**config.mk**
```make
export PLATFORM = sky130hd
export DESIGN_NAME = pin_responder_flat
export DESIGN_NICKNAME = d
export VERILOG_FILES = /design/src/rtl/pin_responder_if.sv /design/src/rtl/pin_responder.sv /design/src/flat_wrapper.sv
export SDC_FILE = /design/constraint.sdc
export NUM_CORES = 1
export LEC_CHECK = 0
export BUFFER_PORTS_ARGS = -buffer_cell sky130_fd_sc_hd__buf_2
export CORE_MARGIN = 4
export CORE_UTILIZATION = 56
export CTS_CLUSTER_SIZE = 25
export DETAILED_ROUTE_END_ITERATION = 10
export MAX_ROUTING_LAYER = met4
export PLACE_DENSITY = 0.76
export SLEW_MARGIN = 10
export SYNTH_ARGS = -nofsm -noshare
export SYNTH_HDL_FRONTEND = slang
export SYNTH_SLANG_ARGS = --single-unit
export TNS_END_PERCENT = 100
```
**constraint.sdc**
```tcl
create_clock -name clk -period 6.55 [get_ports clk]
set_input_delay 0.3275 -clock clk [delete_from_list [all_inputs] [get_ports clk]]
set_output_delay 0.3275 -clock clk [all_outputs]
set_load 0.02 [all_outputs]
```
**src/rtl/pin_responder_if.sv**
```systemverilog
// Scheduler command bus as seen by one pin responder: timed register writes,
// register reads, and the registered read-data return path.
interface pin_responder_if;
  logic [15:0] cmd_bus_addr;
  logic [31:0] cmd_bus_data;
  logic        cmd_bus_en;
  logic        cmd_bus_wr;
  logic        cmd_bus_rd;
  logic [31:0] rd_data;
  logic        rd_valid;

  modport master (
    output cmd_bus_addr, cmd_bus_data, cmd_bus_en, cmd_bus_wr, cmd_bus_rd,
    input  rd_data, rd_valid
  );

  modport slave (
    input  cmd_bus_addr, cmd_bus_data, cmd_bus_en, cmd_bus_wr, cmd_bus_rd,
    output rd_data, rd_valid
  );
endinterface

```
**src/rtl/pin_responder.sv**
```systemverilog
// Per-pin command-bus responder: hi-Z / constant / square-wave / record modes with a sample FIFO.
// Define RECORD_TIMESTAMP_EN to tag samples with current_time instead of a running sample index.
module pin_responder #(
  parameter logic [7:0] BASE_ADDR  = 8'h00,
  parameter int         FIFO_DEPTH = 16
) (
  input  logic            clk,
  input  logic            rst,
  input  logic [31:0]     current_time,
  pin_responder_if.slave  bus,
  input  logic            pin_in,
  output logic            pin_out,
  output logic            pin_oe,
  output logic            overflow
);
  localparam int AW = (FIFO_DEPTH > 1) ? $clog2(FIFO_DEPTH) : 1;

  typedef enum logic [2:0] {IDLE, CONST, SQ_HI, SQ_LO, REC} state_t;

  function automatic logic [31:0] min1(input logic [31:0] v);
    return (v == 32'd0) ? 32'd1 : v;
  endfunction

  state_t      state_reg, state_next;
  logic [31:0] cnt_reg, cnt_next;
  logic [31:0] div_cnt_reg, div_cnt_next;
  logic [2:0]  mode_reg;
  logic [31:0] high_t_reg, low_t_reg, div_reg;

  logic [AW-1:0] wr_ptr_reg, rd_ptr_reg;
  logic [8:0]    count_reg;
  logic          overflow_reg;
  logic [30:0]   sample_idx_reg;
  logic [31:0]   mem [FIFO_DEPTH];
  logic [31:0]   sample_q_reg;
  logic          sample_sel_reg;
  logic          rd_valid_reg;
  logic [31:0]   rd_word_reg;
  logic [31:0]   rd_mux;

  logic        hit, wr_hit, rd_hit, mode_wr, clr, pop, push, push_ok, full, enter_rec;
  logic [7:0]  reg_sel;
  logic [2:0]  mode_new;
  logic [31:0] entry;
  logic        unused_bits;

  // Write beats read when both qualifiers are high in the same cycle.
  assign hit       = bus.cmd_bus_en && (bus.cmd_bus_addr[15:8] == BASE_ADDR);
  assign wr_hit    = hit && bus.cmd_bus_wr;
  assign rd_hit    = hit && bus.cmd_bus_rd && !bus.cmd_bus_wr;
  assign reg_sel   = bus.cmd_bus_addr[7:0];
  assign mode_wr   = wr_hit && (reg_sel == 8'h00);
  assign clr       = wr_hit && (reg_sel == 8'h06);
  assign mode_new  = (bus.cmd_bus_data[2:0] > 3'd4) ? 3'd0 : bus.cmd_bus_data[2:0];
  assign enter_rec = mode_wr && (mode_new == 3'd4);

  always_ff @(posedge clk or posedge rst) begin
    if (rst) begin
      mode_reg   <= 3'd0;
      high_t_reg <= 32'd0;
      low_t_reg  <= 32'd0;
      div_reg    <= 32'd0;
    end else if (wr_hit) begin
      case (reg_sel)
        8'h00:   mode_reg   <= mode_new;
        8'h01:   high_t_reg <= bus.cmd_bus_data;
        8'h02:   low_t_reg  <= bus.cmd_bus_data;
        8'h03:   div_reg    <= bus.cmd_bus_data;
        default: ;
      endcase
    end
  end

  always_ff @(posedge clk or posedge rst) begin
    if (rst) begin
      state_reg   <= IDLE;
      cnt_reg     <= 32'd0;
      div_cnt_reg <= 32'd0;
    end else begin
      state_reg   <= state_next;
      cnt_reg     <= cnt_next;
      div_cnt_reg <= div_cnt_next;
    end
  end

  always_comb begin
    state_next   = state_reg;
    cnt_next     = cnt_reg;
    div_cnt_next = div_cnt_reg;
    push         = 1'b0;
    case (state_reg)
      SQ_HI: begin
        if (cnt_reg <= 32'd1) begin
          state_next = SQ_LO;
          cnt_next   = min1(low_t_reg);
        end else begin
          cnt_next = cnt_reg - 32'd1;
        end
      end
      SQ_LO: begin
        if (cnt_reg <= 32'd1) begin
          state_next = SQ_HI;
          cnt_next   = min1(high_t_reg);
        end else begin
          cnt_next = cnt_reg - 32'd1;
        end
      end
      REC: begin
        if (div_cnt_reg <= 32'd1) begin
          push         = 1'b1;
          div_cnt_next = min1(div_reg);
        end else begin
          div_cnt_next = div_cnt_reg - 32'd1;
        end
      end
      default: ;
    endcase
    // A MODE write always restarts the selected mode from a fresh count.
    if (mode_wr) begin
      case (mode_new)
        3'd1, 3'd2: state_next = CONST;
        3'd3: begin
          state_next = SQ_HI;
          cnt_next   = min1(high_t_reg);
        end
        3'd4: begin
          state_next   = REC;
          div_cnt_next = min1(div_reg);
        end
        default: state_next = IDLE;
      endcase
    end
  end

  assign pin_oe  = (state_reg == CONST) || (state_reg == SQ_HI) || (state_reg == SQ_LO);
  assign pin_out = (state_reg == SQ_HI) || ((state_reg == CONST) && (mode_reg == 3'd2));

`ifdef RECORD_TIMESTAMP_EN
  assign entry       = {current_time[30:0], pin_in};
  assign unused_bits = ^{current_time[31], sample_idx_reg};
`else
  assign entry       = {sample_idx_reg, pin_in};
  assign unused_bits = ^current_time;
`endif

  assign full    = (count_reg == 9'(FIFO_DEPTH));
  assign pop     = rd_hit && (reg_sel == 8'h04) && (count_reg != 9'd0);
  assign push_ok = push && (!full || pop);

  always_ff @(posedge clk or posedge rst) begin
    if (rst) begin
      wr_ptr_reg     <= '0;
      rd_ptr_reg     <= '0;
      count_reg      <= 9'd0;
      overflow_reg   <= 1'b0;
      sample_idx_reg <= 31'd0;
    end else begin
      if (clr) begin
        wr_ptr_reg   <= '0;
        rd_ptr_reg   <= '0;
        count_reg    <= 9'd0;
        overflow_reg <= 1'b0;
      end else begin
        if (push_ok) wr_ptr_reg <= wr_ptr_reg + AW'(1);
        if (pop)     rd_ptr_reg <= rd_ptr_reg + AW'(1);
        if (push_ok && !pop)      count_reg <= count_reg + 9'd1;
        else if (!push_ok && pop) count_reg <= count_reg - 9'd1;
        if (push && !push_ok) overflow_reg <= 1'b1;
      end
      if (clr || enter_rec) sample_idx_reg <= 31'd0;
      else if (push_ok)     sample_idx_reg <= sample_idx_reg + 31'd1;
    end
  end

  // Sample storage has no reset so it maps onto block RAM; the read port is registered.
  always_ff @(posedge clk) begin
    if (push_ok) mem[wr_ptr_reg] <= entry;
    sample_q_reg <= mem[rd_ptr_reg];
  end

  assign overflow = overflow_reg;

  always_comb begin
    rd_mux = 32'd0;
    case (reg_sel)
      8'h00:   rd_mux = {29'd0, mode_reg};
      8'h01:   rd_mux = high_t_reg;
      8'h02:   rd_mux = low_t_reg;
      8'h03:   rd_mux = div_reg;
      8'h05:   rd_mux = {16'd0, count_reg, overflow_reg, 3'd0, mode_reg};
      default: rd_mux = 32'd0;
    endcase
  end

  always_ff @(posedge clk or posedge rst) begin
    if (rst) begin
      rd_valid_reg   <= 1'b0;
      rd_word_reg    <= 32'd0;
      sample_sel_reg <= 1'b0;
    end else begin
      rd_valid_reg   <= rd_hit;
      rd_word_reg    <= rd_hit ? rd_mux : 32'd0;
      sample_sel_reg <= pop;
    end
  end

  assign bus.rd_valid = rd_valid_reg;
  assign bus.rd_data  = sample_sel_reg ? sample_q_reg : rd_word_reg;
endmodule

```
**src/flat_wrapper.sv**
```systemverilog
// flat-port wrapper written by rule: the top's interface ports become plain ports
module pin_responder_flat 
#(
  parameter logic [7:0] BASE_ADDR  = 8'h00,
  parameter int         FIFO_DEPTH = 16
)
  (clk, rst, current_time, pin_in, pin_out, pin_oe, overflow, bus_cmd_bus_addr, bus_cmd_bus_data, bus_cmd_bus_en, bus_cmd_bus_wr, bus_cmd_bus_rd, bus_rd_data, bus_rd_valid);
  pin_responder_if bus_i ();
  input  logic clk;
  input  logic rst;
  input  logic [31:0] current_time;
  input  logic pin_in;
  output logic pin_out;
  output logic pin_oe;
  output logic overflow;
  input wire logic [$bits(bus_i.cmd_bus_addr)-1:0] bus_cmd_bus_addr;
  input wire logic [$bits(bus_i.cmd_bus_data)-1:0] bus_cmd_bus_data;
  input wire logic [$bits(bus_i.cmd_bus_en)-1:0] bus_cmd_bus_en;
  input wire logic [$bits(bus_i.cmd_bus_wr)-1:0] bus_cmd_bus_wr;
  input wire logic [$bits(bus_i.cmd_bus_rd)-1:0] bus_cmd_bus_rd;
  output wire logic [$bits(bus_i.rd_data)-1:0] bus_rd_data;
  output wire logic [$bits(bus_i.rd_valid)-1:0] bus_rd_valid;
  assign bus_i.cmd_bus_addr = bus_cmd_bus_addr;
  assign bus_i.cmd_bus_data = bus_cmd_bus_data;
  assign bus_i.cmd_bus_en = bus_cmd_bus_en;
  assign bus_i.cmd_bus_wr = bus_cmd_bus_wr;
  assign bus_i.cmd_bus_rd = bus_cmd_bus_rd;
  assign bus_rd_data = bus_i.rd_data;
  assign bus_rd_valid = bus_i.rd_valid;
  pin_responder #(.BASE_ADDR(BASE_ADDR), .FIFO_DEPTH(FIFO_DEPTH)) u_core (.clk(clk), .rst(rst), .current_time(current_time), .bus(bus_i), .pin_in(pin_in), .pin_out(pin_out), .pin_oe(pin_oe), .overflow(overflow));
endmodule
```
==> run metrics <==
R2R depth 16; vias in the first global route 20320; Multi-input gate area 10640 µm²; Syn. warnings 0; fin area 37590 µm²; Placed Area 34770 µm²; Area Growth Syn to Fin 13.05%; # port buffers 89; Clock Skew 0.03260 ns; switch share 19.80%; period utilization 71.47%; Final ANT Viol Nets 0; Syn Inst Count 2102; Pwr per Cell Area 261.6 nW/µm²; Setup TNS 0 ns; via count 20310; IO Count 122; max cap viols 0; critical path endpoint u_core.count_reg[7]; Cell variety after synth 76; Reg with most FFs u_core.mem; initial drt markers 2560; worst r2r src u_core.div_cnt_reg[0]; worst skew pair latency 0.63 ns; RSZ-0062 raised after global routing no; number of synthesized flops with an enable pin 512; clk buf depth 3; number of antenna violations at the first check in global routing 1; Clk pwr share 45.4%; outcome finished, final reports clean; power share of the combinational group 0.9%; hold path start bus_cmd_bus_data[2]; fillcell total 4061; Rows 89; most common cell in the netlist edfxtp_1; drt wl/cell 28.01 µm; root buffer cell clkbuf_16; Max Clk Rate 213.6 MHz; CP Max Fanout 9; RD Place Congestion 0.9256; Crit Reg-Reg Endpoint u_core.count_reg[7]; sequential share of power 53.7%; final setup violation count 0; Slew @ Worst Pin 1.155 ns; CTS tree built; sequential area share after synthesis 66.91%; DR vias/cell 6.613; Num CTS Buffers 78; Worst setup EP type register; share of cells above drive strength 1 25.59%; cell area after synthesis 33250 µm²; net switching power 1947 µW; Final Hold Violating Endpoints 0; first-pass GRT wire length 130300 µm; H-Tree Depth 3; crit path time final 4.681 ns; synthesized flop and latch total 793; top-area cell type share of the netlist area 46.24%; syn_area_per_cell 15.82 µm²; die height 251.7 µm; Max VDD drop 0.2677 mV; kind of critical path register to register; post-CTS resize count 0; final design utilization 63.81%; Post-synth top flop edfxtp_1; Int Power 7886 µW; Clock transition at path regs 0.06 ns; Sink Count 793; critical path launch point type register; slew margin rel. 23.01%; Synth async-reset ratio 31.40%; worst min path class input pin to register; die area 63340 µm²; pin count of the biggest net entering global routing 122; Final Max Tran Viols 0; core area 58910 µm²; total wire length 86040 µm; Initial DRT Pass Iterations 10; DRC 0; leading area contributor after synthesis edfxtp_1; Die Wd 251.7 µm; max reg flops 512; Sequential Area 22260 µm²; Leakage 0.01415 µW; Area contributors post-synth edfxtp_1, dfrtp_1, mux4_2; Critical Path AT 5.16 ns; gr usage total 28.15%; # nets final 2340; top post-synthesis cells by count edfxtp_1, dfrtp_1, mux4_2; Critical Path Source u_core.div_cnt_reg[0]; Critical Path RT 7.02 ns; R2R Setup Slk 1.87 ns; Initial Util 56.44%; hpwl dp 53090 µm; net count after synthesis 2208; postcts setup bufs 0; GR Overflow Total 0
timing repair:
item,in CTS,in global routing
endpoints found under the hold margin,122,0
hold buffers,29,0
setup endpoints to repair,0,0
stage by stage:
stage	setup slack [ns]	hold slack, ns	power, µW	std cells
floorplan	1.755	0.4233	5418	2102
global placement	2.031	0.5046	5458	2898
detailed placement	1.905	0.5177	5460	2898
CTS	1.986	0.003769	9885	3071
global route	1.697	0.03181	10120	3072
finish	1.869	0.03661	9833	3072
routing by layer:
layer / track usage, % / vias to the layer above / share of wire [%]
met4: 10.59 / 0 / 4.0
li1: - / 8594 / -
met1: 37.41 / 10460 / 38
met3: 3.732 / 193 / 7.9
met5: - / - / 0
met2: 45.31 / 1063 / 50
layout make-up:
class                   instances  share of cell area (%)
inverters                      26                  0.2696
diodes                          1                0.006657
flip-flops and latches        793                   59.21
clock inverters                35                  0.9154
clock buffers                 109                   5.809
well taps                     773                   2.573
multi-input cells            1174                   28.30
repair buffers                161                   2.916
worst min-delay path by stage:
stage	endpoint	slack (ns)	depth (start not counted)
floorplan	u_core.state_reg[0]	0.42	1
global placement	u_core.mode_reg[2]	0.50	2
detailed placement	u_core.mode_reg[2]	0.52	2
CTS	u_core.state_reg[0]	0.004	2
global route	u_core.state_reg[0]	0.03	2
finish	u_core.state_reg[0]	0.04	2
layout by cell type, fill, tap and decap left out, drive strengths merged, types with 6 or more instances in the layout:
cell         instances
a21oi               54
clkbuf             109
or3                 37
dfrtp              249
mux4               160
dfxtp               32
o22ai                6
o31ai               16
o21ai               80
a222oi              19
or2                  7
clkinv              22
a22oi               31
nor2               119
inv                 29
bufinv               6
nand2b               6
buf                132
mux2               127
mux2i               10
xnor2               27
xor2                23
nand2              118
or4                 28
nor4                53
ha                  19
o211ai              11
a21o                 6
nor2b                7
edfxtp             512
nor3                49
nand3               40
a221oi               7
nand4               28
and3                11
dlygate4sd3         29
kinds of logic after synthesis:
group / share of synthesized area, %
AO/OA/AOI/OAI: 5.581
XOR/XNOR: 1.317
adder cells (fa/ha/maj): 0.7752
buffers and inverters: 1.614
flip-flops: 66.91
multiplexers: 15.44
AND/OR/NAND/NOR: 8.362
power by group through the flow:
stage / Sequential (µW) / Combinational (µW) / Clock (µW)
3_5_place_dp: 5390 / 74.9 / 0
2_1_floorplan: 5390 / 32.5 / 0
6_report: 5280 / 88.5 / 4460
4_1_cts: 5280 / 89.3 / 4510
5_1_grt: 5280 / 97.9 / 4740
3_3_place_gp: 5390 / 72.7 / 0
critical path, stage by stage, from the launching register on:
cell and delay, ns:
dfrtp_1 0.42, inv_1 0.08, ha_1 0.19, o21bai_1 0.14, or4b_1 0.58, nor4_4 0.49, nand3_1 0.24, inv_1 0.36
ha_1 0.29, inv_1 0.18, ha_1 0.38, a21oi_1 0.18, a21boi_0 0.14, o21a_1 0.21, o41ai_1 0.35, mux2i_1 0.22
o21ai_0 0.09
Power figures use the tool's default switching activity.
